`src/rtl/ps2_pkg.sv`:
```
// Shared types, constants and set-2 to HID translation for the PS/2 keyboard front end.
package ps2_pkg;

  typedef enum logic [1:0] {
    RX_IDLE,
    RX_DATA,
    RX_PARITY,
    RX_STOP
  } rx_state_t;

  localparam logic [7:0] PFX_EXT = 8'hE0;
  localparam logic [7:0] PFX_BRK = 8'hF0;

  localparam logic [7:0] KEY_NONE  = 8'h00;
  localparam logic [7:0] KEY_SPACE = 8'h2C;
  localparam logic [7:0] KEY_ESC   = 8'h29;
  localparam logic [7:0] KEY_2     = 8'h1F;
  localparam logic [7:0] KEY_P     = 8'h13;
  localparam logic [7:0] KEY_V     = 8'h19;
  localparam logic [7:0] KEY_W     = 8'h1A;
  localparam logic [7:0] KEY_A     = 8'h04;
  localparam logic [7:0] KEY_S     = 8'h16;
  localparam logic [7:0] KEY_D     = 8'h07;
  localparam logic [7:0] KEY_UP    = 8'h52;
  localparam logic [7:0] KEY_DOWN  = 8'h51;
  localparam logic [7:0] KEY_LEFT  = 8'h50;
  localparam logic [7:0] KEY_RIGHT = 8'h4F;

  function automatic logic [7:0] set2_to_hid(
    input logic       ext,
    input logic [7:0] code
  );
    logic [7:0] hid;
    hid = KEY_NONE;
    if (ext) begin
      case (code)
        8'h75:   hid = KEY_UP;
        8'h72:   hid = KEY_DOWN;
        8'h6B:   hid = KEY_LEFT;
        8'h74:   hid = KEY_RIGHT;
        default: hid = KEY_NONE;
      endcase
    end else begin
      case (code)
        8'h29:   hid = KEY_SPACE;
        8'h76:   hid = KEY_ESC;
        8'h1E:   hid = KEY_2;
        8'h4D:   hid = KEY_P;
        8'h2A:   hid = KEY_V;
        8'h1D:   hid = KEY_W;
        8'h1C:   hid = KEY_A;
        8'h1B:   hid = KEY_S;
        8'h23:   hid = KEY_D;
        default: hid = KEY_NONE;
      endcase
    end
    return hid;
  endfunction

endpackage

```
`src/rtl/ps2_line_filter.sv`:
```
// Two-flop synchroniser followed by a stability filter for one PS/2 pin.
module ps2_line_filter #(
  parameter int FILTER_LEN = 8
) (
  input  logic clk,
  input  logic rst_n,
  input  logic din,
  output logic dout
);

  localparam int CW = (FILTER_LEN > 1) ? $clog2(FILTER_LEN) : 1;

  logic          s1;
  logic          s2;
  logic [CW-1:0] cnt;

  always_ff @(posedge clk or negedge rst_n) begin
    if (!rst_n) begin
      s1   <= 1'b1;
      s2   <= 1'b1;
      dout <= 1'b1;
      cnt  <= '0;
    end else begin
      s1 <= din;
      s2 <= s1;
      if (s2 == dout) begin
        cnt <= '0;
      end else if (cnt == CW'(FILTER_LEN - 1)) begin
        dout <= s2;
        cnt  <= '0;
      end else begin
        cnt <= cnt + 1'b1;
      end
    end
  end

endmodule

```
`src/rtl/ps2_keycode_rx.sv`:
```
// PS/2 set-2 receiver and make/break decoder producing the held HID keycode.
// Define PS2_PARITY_CHECK_EN to reject frames with bad odd parity.
module ps2_keycode_rx
  import ps2_pkg::*;
#(
  parameter int FILTER_LEN = 8,
  parameter int TIMEOUT    = 50000
) (
  input  logic       Clk,
  input  logic       Reset_n,
  input  logic       PS2_CLK,
  input  logic       PS2_DAT,
  output logic [7:0] keycode,
  output logic       key_valid,
  output logic       frame_err
);

  localparam int WDW = $clog2(TIMEOUT);

  logic           clk_f;
  logic           dat_f;
  logic           clk_q;
  logic           strobe;
  logic           bit_val;
  rx_state_t      state;
  rx_state_t      state_nx;
  logic [WDW-1:0] wd;
  logic           timeout;
  logic [2:0]     bit_cnt;
  logic [7:0]     shreg;
  logic           frame_ok;
  logic           byte_vld;
  logic [7:0]     byte_q;
  logic           ext;
  logic           brk;
  logic [7:0]     hid;

  ps2_line_filter #(.FILTER_LEN(FILTER_LEN)) u_clk_filt (
    .clk  (Clk),
    .rst_n(Reset_n),
    .din  (PS2_CLK),
    .dout (clk_f)
  );

  ps2_line_filter #(.FILTER_LEN(FILTER_LEN)) u_dat_filt (
    .clk  (Clk),
    .rst_n(Reset_n),
    .din  (PS2_DAT),
    .dout (dat_f)
  );

  // Strobe and its data bit are registered together so they stay aligned.
  always_ff @(posedge Clk or negedge Reset_n) begin
    if (!Reset_n) begin
      clk_q   <= 1'b1;
      strobe  <= 1'b0;
      bit_val <= 1'b1;
    end else begin
      clk_q   <= clk_f;
      strobe  <= clk_q & ~clk_f;
      bit_val <= dat_f;
    end
  end

  assign timeout = (state != RX_IDLE) && (wd == WDW'(TIMEOUT - 1));

`ifdef PS2_PARITY_CHECK_EN
  logic par_bit;

  always_ff @(posedge Clk or negedge Reset_n) begin
    if (!Reset_n) begin
      par_bit <= 1'b0;
    end else if (strobe && state == RX_PARITY) begin
      par_bit <= bit_val;
    end
  end

  assign frame_ok = bit_val & (^{shreg, par_bit});
`else
  assign frame_ok = bit_val;
`endif

  always_ff @(posedge Clk or negedge Reset_n) begin
    if (!Reset_n) begin
      state <= RX_IDLE;
    end else begin
      state <= state_nx;
    end
  end

  always_comb begin
    state_nx = state;
    if (timeout) begin
      state_nx = RX_IDLE;
    end else if (strobe) begin
      unique case (state)
        RX_IDLE:   if (!bit_val) state_nx = RX_DATA;
        RX_DATA:   if (bit_cnt == 3'd7) state_nx = RX_PARITY;
        RX_PARITY: state_nx = RX_STOP;
        RX_STOP:   state_nx = RX_IDLE;
        default:   state_nx = RX_IDLE;
      endcase
    end
  end

  always_ff @(posedge Clk or negedge Reset_n) begin
    if (!Reset_n) begin
      wd        <= '0;
      bit_cnt   <= '0;
      shreg     <= '0;
      byte_vld  <= 1'b0;
      byte_q    <= '0;
      frame_err <= 1'b0;
    end else begin
      byte_vld  <= 1'b0;
      frame_err <= 1'b0;
      if (strobe || state == RX_IDLE) begin
        wd <= '0;
      end else begin
        wd <= wd + 1'b1;
      end
      if (timeout) begin
        frame_err <= 1'b1;
      end else if (strobe) begin
        unique case (state)
          RX_IDLE: bit_cnt <= '0;
          RX_DATA: begin
            shreg   <= {bit_val, shreg[7:1]};
            bit_cnt <= bit_cnt + 1'b1;
          end
          RX_PARITY: ;
          RX_STOP: begin
            if (frame_ok) begin
              byte_vld <= 1'b1;
              byte_q   <= shreg;
            end else begin
              frame_err <= 1'b1;
            end
          end
          default: ;
        endcase
      end
    end
  end

  assign hid = set2_to_hid(ext, byte_q);

  // Last press wins; only a break of the currently shown key clears it.
  always_ff @(posedge Clk or negedge Reset_n) begin
    if (!Reset_n) begin
      ext       <= 1'b0;
      brk       <= 1'b0;
      keycode   <= KEY_NONE;
      key_valid <= 1'b0;
    end else begin
      key_valid <= 1'b0;
      if (byte_vld) begin
        if (byte_q == PFX_EXT) begin
          ext <= 1'b1;
        end else if (byte_q == PFX_BRK) begin
          brk <= 1'b1;
        end else begin
          ext <= 1'b0;
          brk <= 1'b0;
          if (hid != KEY_NONE) begin
            if (!brk) begin
              if (hid != keycode) begin
                keycode   <= hid;
                key_valid <= 1'b1;
              end
            end else if (hid == keycode) begin
              keycode   <= KEY_NONE;
              key_valid <= 1'b1;
            end
          end
        end
      end
    end
  end

endmodule
```
`config.mk`:
```
export PLATFORM = sky130hd
export DESIGN_NAME = ps2_keycode_rx
export DESIGN_NICKNAME = d
export VERILOG_FILES = /design/src/rtl/ps2_pkg.sv /design/src/rtl/ps2_line_filter.sv /design/src/rtl/ps2_keycode_rx.sv
export SDC_FILE = /design/constraint.sdc
export NUM_CORES = 1
export LEC_CHECK = 0
export ABC_AREA = 1
export CORE_UTILIZATION = 63
export DETAILED_ROUTE_END_ITERATION = 12
export DONT_BUFFER_PORTS = 1
export GPL_TIMING_DRIVEN = 0
export PLACE_DENSITY = 0.79
export SLEW_MARGIN = 40
export SYNTH_ARGS = -nofsm -noshare
export SYNTH_HDL_FRONTEND = slang
export SYNTH_HIERARCHICAL = 1
export SYNTH_SLANG_ARGS = --single-unit
```
`constraint.sdc`:
```
create_clock -name Clk -period 2.08 [get_ports Clk]
set_clock_uncertainty 0.05 [all_clocks]
set_input_delay 0.52 -clock Clk [delete_from_list [all_inputs] [get_ports Clk]]
set_output_delay 0.52 -clock Clk [all_outputs]
set_load 0.02 [all_outputs]
```
==> run summary <==
The critical path goes through inv_2 > nand2_2 > nor2_4 > nand2_2 > nand2_1 > nand3b_1 > nand2_2 > nand2_1 > nand2_1 > nor2_4 > nand2_4 > nand2_4 > nand3_4 > nand2_1 > nand2_1. The maximum vdd drop came out at 829 µV. The most critical setup path has its startpoint at byte_q[7]. The library cell used most frequently in the layout, excluding fill and tap cells, is sky130_fd_sc_hd__nand2_1. The wire length of the first global-routing pass is 10400 µm.

The starting DRC count in detailed routing is 223. The final count of negative-setup-slack endpoints came out at 7. Yosys mapped a number of flops with a built-in enable equal to 0. Pin placement for this block handled 14 I/O pins. The master cell of the clock root buffer is sky130_fd_sc_hd__clkbuf_8. The initialized floorplan defines 26 standard-cell rows.

The area inside the core boundary is 5110 µm². The clock period minus final worst setup slack came out at 2.12 ns. After synthesis, the largest family of logic cells by area is simple AND/OR/NAND/NOR gates. The final hold slack is 0.116 ns. The count of mapped cells out of synthesis is 426. The clock network latency to the later pin of the worst-skew pair came out at 0.35 ns. The actual transition at the worst max-transition pin is 0.587 ns. Summed over all nets, the half-perimeter wirelength after detailed placement is 4450 µm.

The internal power of the cells came out at 2170 µW. The area share of and/or/nand/nor cells after synthesis came out at 31.2%. The proportion of register bits with asynchronous set or reset after synthesis is 100%. The mapped cell area came out at 3330 µm². The critical path capture point type is a flop.

The initial antenna violation count came out at 0. After synthesis, the cell types taking the most area are sky130_fd_sc_hd__dfrtp_1 (42%), sky130_fd_sc_hd__nand2_1 (13%), sky130_fd_sc_hd__inv_1 (7.1%). The number of different library cells used by synthesis comes to 34. The first detailed-routing pass ran for 4 iterations.

Summing all flip-flop and latch instances after layout gives 1620 µm². The finished layout holds 526 standard cells, fillers aside. The relative area change from synthesis to final layout is 18.5%. The CTS buffer count is 9. The die outline area came out at 5590 µm². The total grt overflow came out at 0. In this run the most critical hold path is launched from PS2_CLK.

The class of the tightest hold or removal check is in2reg. After detailed routing, the total wire length is 6960 µm. The fraction of post-synthesis cell area in the top cell type by area is 42.0%. The CTS H-tree depth is 3. The share of cells above drive strength 1 is 24.8%. Combinational cells account for 17.2% of the total power. The category of the most critical setup path is reg2reg. The synthesized-area fraction occupied by adder cells came out at 4.13%. The slowest stage of the critical path is the sky130_fd_sc_hd__dfrtp_1 cell. The chip height came out at 74.7 µm.

The sequential share of the synthesized area came out at 48.3%. The starting density of the core came out at 65.3%. The top cell types in the final layout, fill and taps aside, are sky130_fd_sc_hd__nand2_1 (93), sky130_fd_sc_hd__inv_1 (60), sky130_fd_sc_hd__dfrtp_1 (51). The global-route total usage across every layer came out at 24.8%. The final period utilization came out at 102%.

Measured along the x axis, the die boundary spans 74.7 µm. The part of the power in registers came out at 48.2%. The final reports fail on setup timing. The post-synthesis share of cell area spent on xor and xnor gates came out at 0%. The flow ran to the end, but the final reports show violations. The multi-input logic area came out at 1630 µm². The worst setup path is launched from a flop. Counting stages on the worst path, the most repeated cell is sky130_fd_sc_hd__nand2_1. The power density of the placed cells came out at 799 nW/µm². The maximum buffer depth of the clock tree came out at 2. The normalized max-slew margin is 60.7%.

The post-synth net total is 441. The total count of max-transition violations in the final report is 0. The number of nets in the final layout is 466. Of all nets on the critical path, the largest fanout is 8. The average cell area after synthesis came out at 7.82 µm². The per-cell via count in the routed design came out at 5.41. The analysis attributes to cell leakage a power of 0.00198 µW. Counting flops and latches in the post-synthesis netlist gives 64. In this run switching power makes up 31.2% of total power. Per report_power, the clock group accounts for 34.6% of the total. Entering global routing, the biggest net connects 65 pins. The switching component of the power came out at 983 µW. The largest stage delay on the critical path came out at 0.42 ns. The number of nets still failing antenna checks after routing came out at 0. Summing the areas of all compound-gate instances in the mapped netlist gives 8.07% of the synthesized area. Fill cells in the final layout number 358. Setup repair after global routing could not meet its margin everywhere. Yosys printed 6 warnings.

The total clock sinks is 64. Data arrives at the worst endpoint at 2.31 ns. The fmax is 472 MHz. The via count of the first global-routing pass is 2497. The number of endpoints with negative hold slack in the final report came out at 0. Detailed routing inserted a total of 2848 vias. The number of cells in the design after placement is 496. Of all cell types, the one taking the most synthesized area is sky130_fd_sc_hd__dfrtp_1. TritonCTS built the clock tree. In this run the critical register-to-register path is launched from byte_q[7]. Buffers placed on the I/O ports in this run total 0. The portion of netlist area occupied by mux cells came out at 0%. The clock input transition at the sequential cells of the worst setup and hold paths came out at 0.08 ns. The routed wirelength normalized by instance count came out at 13.2 µm.

The critical path required time came out at 2.28 ns. The diode insertion count for antenna repair is 0. The tool flagged a number of max-cap violations equal to 0.

The global placement routability congestion came out at 0.921. The worst path setup slack after routing came out at -0.0389 ns. In the routed design, unresolved DRC markers number 0. In the synthesized netlist the dominant register cell turns out to be sky130_fd_sc_hd__dfrtp_1.
## flip-flops by register name (all words and copies together), names as in the netlist, 2 cells and up
name            flops
keycode             7
u_dat_filt/cnt      3
u_clk_filt/cnt      3
byte_q              8
bit_cnt             3
state               2
wd                 16
shreg               8
## final cells by class
cell class	instances	share of cell area [%]
flip-flops and latches	64	41.0
well taps	70	2.22
clock inverters	7	2.03
clock buffers	9	3.14
multi-input cells	291	41.1
plain buffers	3	0.412
repair buffers	15	3.74
inverters	67	6.37
## stage by stage
step	worst slack [ns]	cell area [µm²]	setup TNS [ns]	utilization, %	total power [µW]
2_1_floorplan	0.219	3330	0	-	1900
3_5_place_dp	-0.168	3420	-1.78	67.0	2030
3_3_place_gp	-0.142	3420	-0.984	67.0	2000
6_report	-0.0389	3950	-0.242	77.3	3160
5_1_grt	-0.162	3950	-1.39	77.3	3340
4_1_cts	0.0288	3730	0	73.1	3160
## routing by layer
metal  track usage [%]  share of wire (%)  vias up
met3              6.16                4.5       19
li1                  -                  -     1407
met2              39.2                 49       80
met4              11.9                2.5        0
met5                 0                  0        -
met1              32.0                 44     1342
## power groups by stage
stage / registers (µW) / logic [µW] / clock network [µW]
after CTS: 1520 / 537 / 1100
after global placement: 1530 / 467 / 0
final: 1520 / 543 / 1090
after global routing: 1540 / 642 / 1160
after floorplan: 1520 / 386 / 0
after detailed placement: 1550 / 488 / 0
## what timing repair did
item | 4_1_cts | 5_1_grt
resized for setup | 10 | 55
setup endpoints to repair | 24 | 26
setup buffers | 6 | 7
hold endpoints to repair | 64 | 0
hold buffers | 2 | 0
pin swaps | 4 | 7
## cells by family (layout without fill, tap and decap cells)
logic type	Yosys count	in the layout
and+or+nand+nor	230	230
AOI/OAI and AO/OA	49	49
adders and majority gates	11	11
buffers and inverters	71	101
other	1	1
DFF	64	64
## worst max-delay path: cells and delay by family, from the launching register on
kind / cells / cell delay [ns]
and+or+nand+nor: 14 / 1.43
DFF: 1 / 0.42
buffers and inverters: 1 / 0.11
## Yosys cell counts, types with 3 or more instances
cell and n:
sky130_fd_sc_hd__nand2_2 3, sky130_fd_sc_hd__nor3_1 9, sky130_fd_sc_hd__clkbuf_1 3, sky130_fd_sc_hd__nand4_1 12
sky130_fd_sc_hd__o21ai_0 26, sky130_fd_sc_hd__o21ai_1 3, sky130_fd_sc_hd__nand3b_1 3, sky130_fd_sc_hd__nor2_4 3
sky130_fd_sc_hd__dfrtp_1 56, sky130_fd_sc_hd__nor2_1 50, sky130_fd_sc_hd__a21oi_1 13, sky130_fd_sc_hd__inv_2 4
sky130_fd_sc_hd__nand3_1 21, sky130_fd_sc_hd__dfstp_2 8, sky130_fd_sc_hd__inv_1 63, sky130_fd_sc_hd__ha_1 11
sky130_fd_sc_hd__nand2_1 115
## final timing paths
path                                   endpoint  slack, ns  cells past startpoint
worst min register to register    u_dat_filt/s2       0.31                      0
min in group asynchronous                 wd[6]       0.65                      2
worst min-delay path              u_clk_filt/s1       0.12                      0
worst max register to register       keycode[0]      -0.04                     15
max in group asynchronous       u_clk_filt/dout       1.00                      2
worst max-delay path                 keycode[0]      -0.04                     15
No activity file was read; power rests on OpenSTA's default activity.
==> variant 1, RTL diff (config.mk and constraints unchanged) <==
Set the parameter `TIMEOUT` to 100000 (it was 50000).
--- a/src/rtl/ps2_keycode_rx.sv
+++ b/src/rtl/ps2_keycode_rx.sv
@@ -6,3 +6,3 @@
   parameter int FILTER_LEN = 8,
-  parameter int TIMEOUT    = 50000
+  parameter int TIMEOUT    = 100000
 ) (
Function: no difference found for any inputs over 10 cycles, from zero or initial values and one cycle with Reset_n low; that may be too few to reach the edited logic, so the function may still have changed.
==> variant 1 against the original RTL <==
The flow finishes with violations (hold timing, setup timing); synthesized cell count up 1.2%; power up 5.6%; routed wire length up 4.9%; sequential share of layout area down 1.5 points; global-route usage up 1.0 points; worst setup slack worse by 7.1 ps; final area up 4.9%; area after synthesis up 3.6%; sequential cell count up 1; worst hold slack worse by 120 ps.
==> variant 1: results (changes against the original RTL) <==
### Global route
* **GR Util All Layers** 25.8%, +1.0 points
* **via count of the first global-routing pass** 2,773, +11%

### Timing
* **final-layout worst hold slack** -6.78 ps, -123 ps
* **final hold violation count** 7, +7
* **number of failing setup endpoints in the final timing report** 6, -1
* **smallest setup slack after layout** -46.1 ps, -7.15 ps
* **final setup TNS** -127 ps, +115 ps

### Worst setup path
* **startpoint of the worst-slack reg-to-reg timing path** byte_q[4]
* **count of cells along the worst register-to-register path** 14, -1
* **end of the critical path** keycode[2]
* **reg-to-reg endpoint** keycode[2]

### Cells and area
* **share of final-layout standard cells stronger than drive strength 1** 29.8%, +5.0 points
* **filler instances** 350, -2.2%
* **Layout Cells excl Fill** 540, +2.7%
* **Post-layout nets** 480, +3.0%
* **registers with the most flip-flops** wd: 17 flops, byte_q: 8 flops, shreg: 8 flops

### Pwr
* **Leakage Power** 2.13 nW, +7.8%
* **worst-case vdd ir drop** 891 uV, +7.4%

### Yosys
* **most instantiated cells after synthesis** sky130_fd_sc_hd__nand2_1, sky130_fd_sc_hd__dfrtp_1, sky130_fd_sc_hd__inv_1
* **post-synthesis mux area share** 0.290%, +0.29 points
* **number of distinct library cells after synthesis** 38, +12%
* **share of synthesized cell area in full adder, half adder and majority cells** 3.99%, -0.14 points
* **Area contributors post-synth** sky130_fd_sc_hd__dfrtp_1, sky130_fd_sc_hd__nand2_1, sky130_fd_sc_hd__dfstp_2, sky130_fd_sc_hd__inv_1, sky130_fd_sc_hd__nor2_1
* **Mapped Cells** 431, +1.2%
* **xor and xnor area share after synthesis** 0.761%, +0.76 points
* **synthesized-area fraction occupied by ao, oa, aoi and oai cells** 7.36%, -0.71 points
* **post-synthesis sequential area ratio** 47.4%, -0.94 points

### Placed design
* **routability congestion estimate** 0.836, -9.2%
* **pre-CTS setup slack** -80.2 ps, +87.7 ps
* **Placed Area** 0.00354 mm^2, +3.5%

### Detailed routing
* **detailed-routing wirelength on met1** 3.27 mm, +6.2%
* **met3 layer wire length in the routed design** 304 um, -2.9%
* **met2 WL** 3.58 mm, +5.6%
* **via density per instance** 5.37, -0.78%

### Outcome
* **failing checks** hold timing, setup timing
* **outcome** complete, but fails checks

### Clocking
* **later-pin clock latency in the skew report** 330 ps, -20 ps
* **number of gates resized after CTS** 5, -5

### Min path
* **classification of the worst-slack hold path** input pin to asynchronous set/reset pin

-- variant 1: cell types whose count changed after synthesis, sizes merged, moves of 3 or more --
cell / delta
xor2: +3
nand4: -3
nand2: +13
o21ai: -6
nor3: -4
inv: -7
clkinv: +3
nor2: +4
-- variant 1: layout make-up --
| class | count | area, um^2 | area share [%] |
|---|---|---|---|
| flip-flops and latches | 65 | 1640 | 39.5 |
| multi-input cells | 300 | 1740 | 42.0 |
| repair buffers | 23 | 196 | 4.74 |
| well taps | 70 | 87.6 | 2.11 |
| plain buffers | 3 | 22.5 | 0.544 |
| clock inverters | 7 | 95.1 | 2.30 |
| inverters | 63 | 241 | 5.83 |
| clock buffers | 9 | 124 | 2.99 |
-- variant 1: report_power, final --
group,switching [W],internal [W],total (W)
clock network,0.000508,0.000674,0.00118
logic,0.000394,0.000211,0.000605
registers,0.000104,0.00144,0.00154
==> variant 2, RTL diff (same settings) <==
Made on the original files. Put one more register stage on the output `frame_err`, with the module's reset. The value now appears one clock later. The other outputs are not delayed to match.
--- a/src/rtl/ps2_keycode_rx.sv
+++ b/src/rtl/ps2_keycode_rx.sv
@@ -18,2 +18,4 @@
   localparam int WDW = $clog2(TIMEOUT);
+
+  logic frame_err_s0;
 
@@ -112,6 +114,6 @@
       byte_q    <= '0;
-      frame_err <= 1'b0;
+      frame_err_s0 <= 1'b0;
     end else begin
       byte_vld  <= 1'b0;
-      frame_err <= 1'b0;
+      frame_err_s0 <= 1'b0;
       if (strobe || state == RX_IDLE) begin
@@ -122,3 +124,3 @@
       if (timeout) begin
-        frame_err <= 1'b1;
+        frame_err_s0 <= 1'b1;
       end else if (strobe) begin
@@ -136,3 +138,3 @@
             end else begin
-              frame_err <= 1'b1;
+              frame_err_s0 <= 1'b1;
             end
@@ -180,2 +182,10 @@
 
+  always_ff @(posedge Clk or negedge Reset_n) begin
+    if (!Reset_n) begin
+      frame_err <= '0;
+    end else begin
+      frame_err <= frame_err_s0;
+    end
+  end
+
 endmodule
Check against the original RTL: no difference found for any inputs over 10 cycles, from zero or initial values and one cycle with Reset_n low; that may be too few to reach the edited logic, so the function may still have changed.
==> variant 2 against the original RTL <==
The run ends with hold timing, setup timing left; final area increased by 5.2%; non-clock buffer count increased by 1; sequential cell count increased by 1; worst setup slack improved by 3.1 ps; clock power increased by 6%; combinational power increased by 17%; power increased by 5.3%; area after synthesis increased by 3.9%; routed wire length increased by 3.3%; sequential share of layout area decreased by 1.5 points; critical path type unchanged; largest cell class unchanged; largest power group unchanged; highest routed layer unchanged.
==> variant 2: results (changes against the original RTL) <==
### Timing
* **final hold violation count** 3, +3
* **Worst Tran Pin Value** 611 ps, +23.2 ps
* **final-layout worst hold slack** -9.63 ps, -125 ps
* **smallest setup slack after layout** -35.9 ps, +3.08 ps
* **number of failing setup endpoints in the final timing report** 7, unchanged

### Global route
* **met3 track demand over resource** 6.35%, +0.19 points
* **largest net degree at the start of global routing** 66, +1.5%
* **via count of the first global-routing pass** 2,867, +15%
* **number of antenna violations at the first check in global routing** 0, unchanged
* **global-route wire length before repair** 11.7 mm, +13%
* **GR Util All Layers** 25.3%, +0.57 points
* **met1 usage in global routing** 28.6%, -3.3 points
* **met2 usage in global routing** 46.5%, +7.2 points

### Detailed routing
* **via density per instance** 5.42, +0.11%
* **Iter 0 DRT Violations** 223, unchanged
* **detailed-routing wirelength on met1** 3.10 mm, +0.71%
* **met3 layer wire length in the routed design** 284 um, -9.3%
* **met2 WL** 3.67 mm, +8.3%
* **first-pass detailed-route iteration total** 5, +1
* **wire length reported by the detailed router** 7.19 mm, +3.3%
* **Avg WL per Cell** 13.3 um, +0.64%

### Yosys
* **most instantiated cells after synthesis** sky130_fd_sc_hd__nand2_1, sky130_fd_sc_hd__inv_1, sky130_fd_sc_hd__dfrtp_1
* **Area contributors post-synth** sky130_fd_sc_hd__dfrtp_1, sky130_fd_sc_hd__nand2_1, sky130_fd_sc_hd__inv_1, sky130_fd_sc_hd__dfstp_2, sky130_fd_sc_hd__nor2_1
* **number of distinct library cells after synthesis** 36, +5.9%
* **Mapped Cells** 439, +3.1%
* **area share of the largest cell type after synthesis** 41.2%, -0.87 points
* **net count after synthesis** 454, +2.9%
* **post-synthesis sequential area ratio** 47.2%, -1.1 points

### Clocking
* **post-CTS repair timing setup buffer count** 5, -1
* **number of gates resized after CTS** 13, +3

### Worst setup path
* **Worst Setup SP** byte_q[4]
* **CP Max Fanout** 8, unchanged

### Min path
* **classification of the worst-slack hold path** input pin to asynchronous set/reset pin

### Placed design
* **routability congestion estimate** 0.905, -1.7%
* **total placed cells including tap cells** 509, +2.6%
* **DP Wirelength** 4.64 mm, +4.2%
* **pre-CTS setup slack** -393 ps, -225 ps

### Outcome
* **outcome** complete, but fails checks
* **failing checks** hold timing, setup timing

### Cells and area
* **Post-layout nets** 480, +3.0%

### Pwr
* **worst-case vdd ir drop** 778 uV, -6.2%

variant 2: changes by cell type after synthesis, sizes merged, moves of 2 or more:
cell,delta
nor4,+3
a211oi,+2
a21oi,-2
o21ai,-5
nand3b,-2
nand2,+5
nor3b,+5
nand4,-3
nor2,+4
variant 2: worst max path at each step:
stage / to / slack, ps
5_1_grt: keycode[3] / -230
6_report: keycode[5] / -40
4_1_cts: keycode[5] / 7
2_1_floorplan: shreg[0] / 170
3_3_place_gp: shreg[2] / -330
3_5_place_dp: shreg[2] / -390
variant 2: report_power, final:
part / leakage, nW / internal (W) / switching, W
logic: 1.09 / 0.000233 / 0.000400
registers: 0.865 / 0.00144 / 0.000101
clock network: 0.106 / 0.000668 / 0.000478
variant 2: logic make-up (layout without fill, tap and decap cells):
group / count (synthesis) / after routing / synth area share [%]
compound gates: 45 / 45 / 7.62
buf+inv: 72 / 103 / 8.05
flops: 65 / 65 / 47.2
xor+xnor: 1 / 1 / 0.253
simple gates: 244 / 244 / 32.8
fa+ha+maj: 11 / 11 / 3.97
other cells: 1 / 1 / 0.108
variant 2: area by class of cell:
class / instances / area, um^2
Timing Repair Buffer: 17 / 164
Clock inverter: 6 / 82.6
Tap cell: 70 / 87.6
Fill cell: 359 / 1050
Multi-Input combinational cell: 302 / 1780
Sequential cell: 65 / 1640
Buffer: 2 / 11.3
Clock buffer: 10 / 128
Inverter: 68 / 260
variant 2: metrics by stage:
stage	instance area, um^2	hold WS (ps)	setup TNS (ps)
final	4150	-9.63	-220
after detailed placement	3550	175	-4130
after CTS	3840	-186	0
after global routing	4150	14.6	-1780
after floorplan	3460	174	0
after global placement	3550	176	-3220
variant 2: worst register-to-register path, delay by kind of cell, from the launching register on:
kind,cells,cell delay [ps]
buf+inv,1,160
flops,1,430
simple gates,14,1350
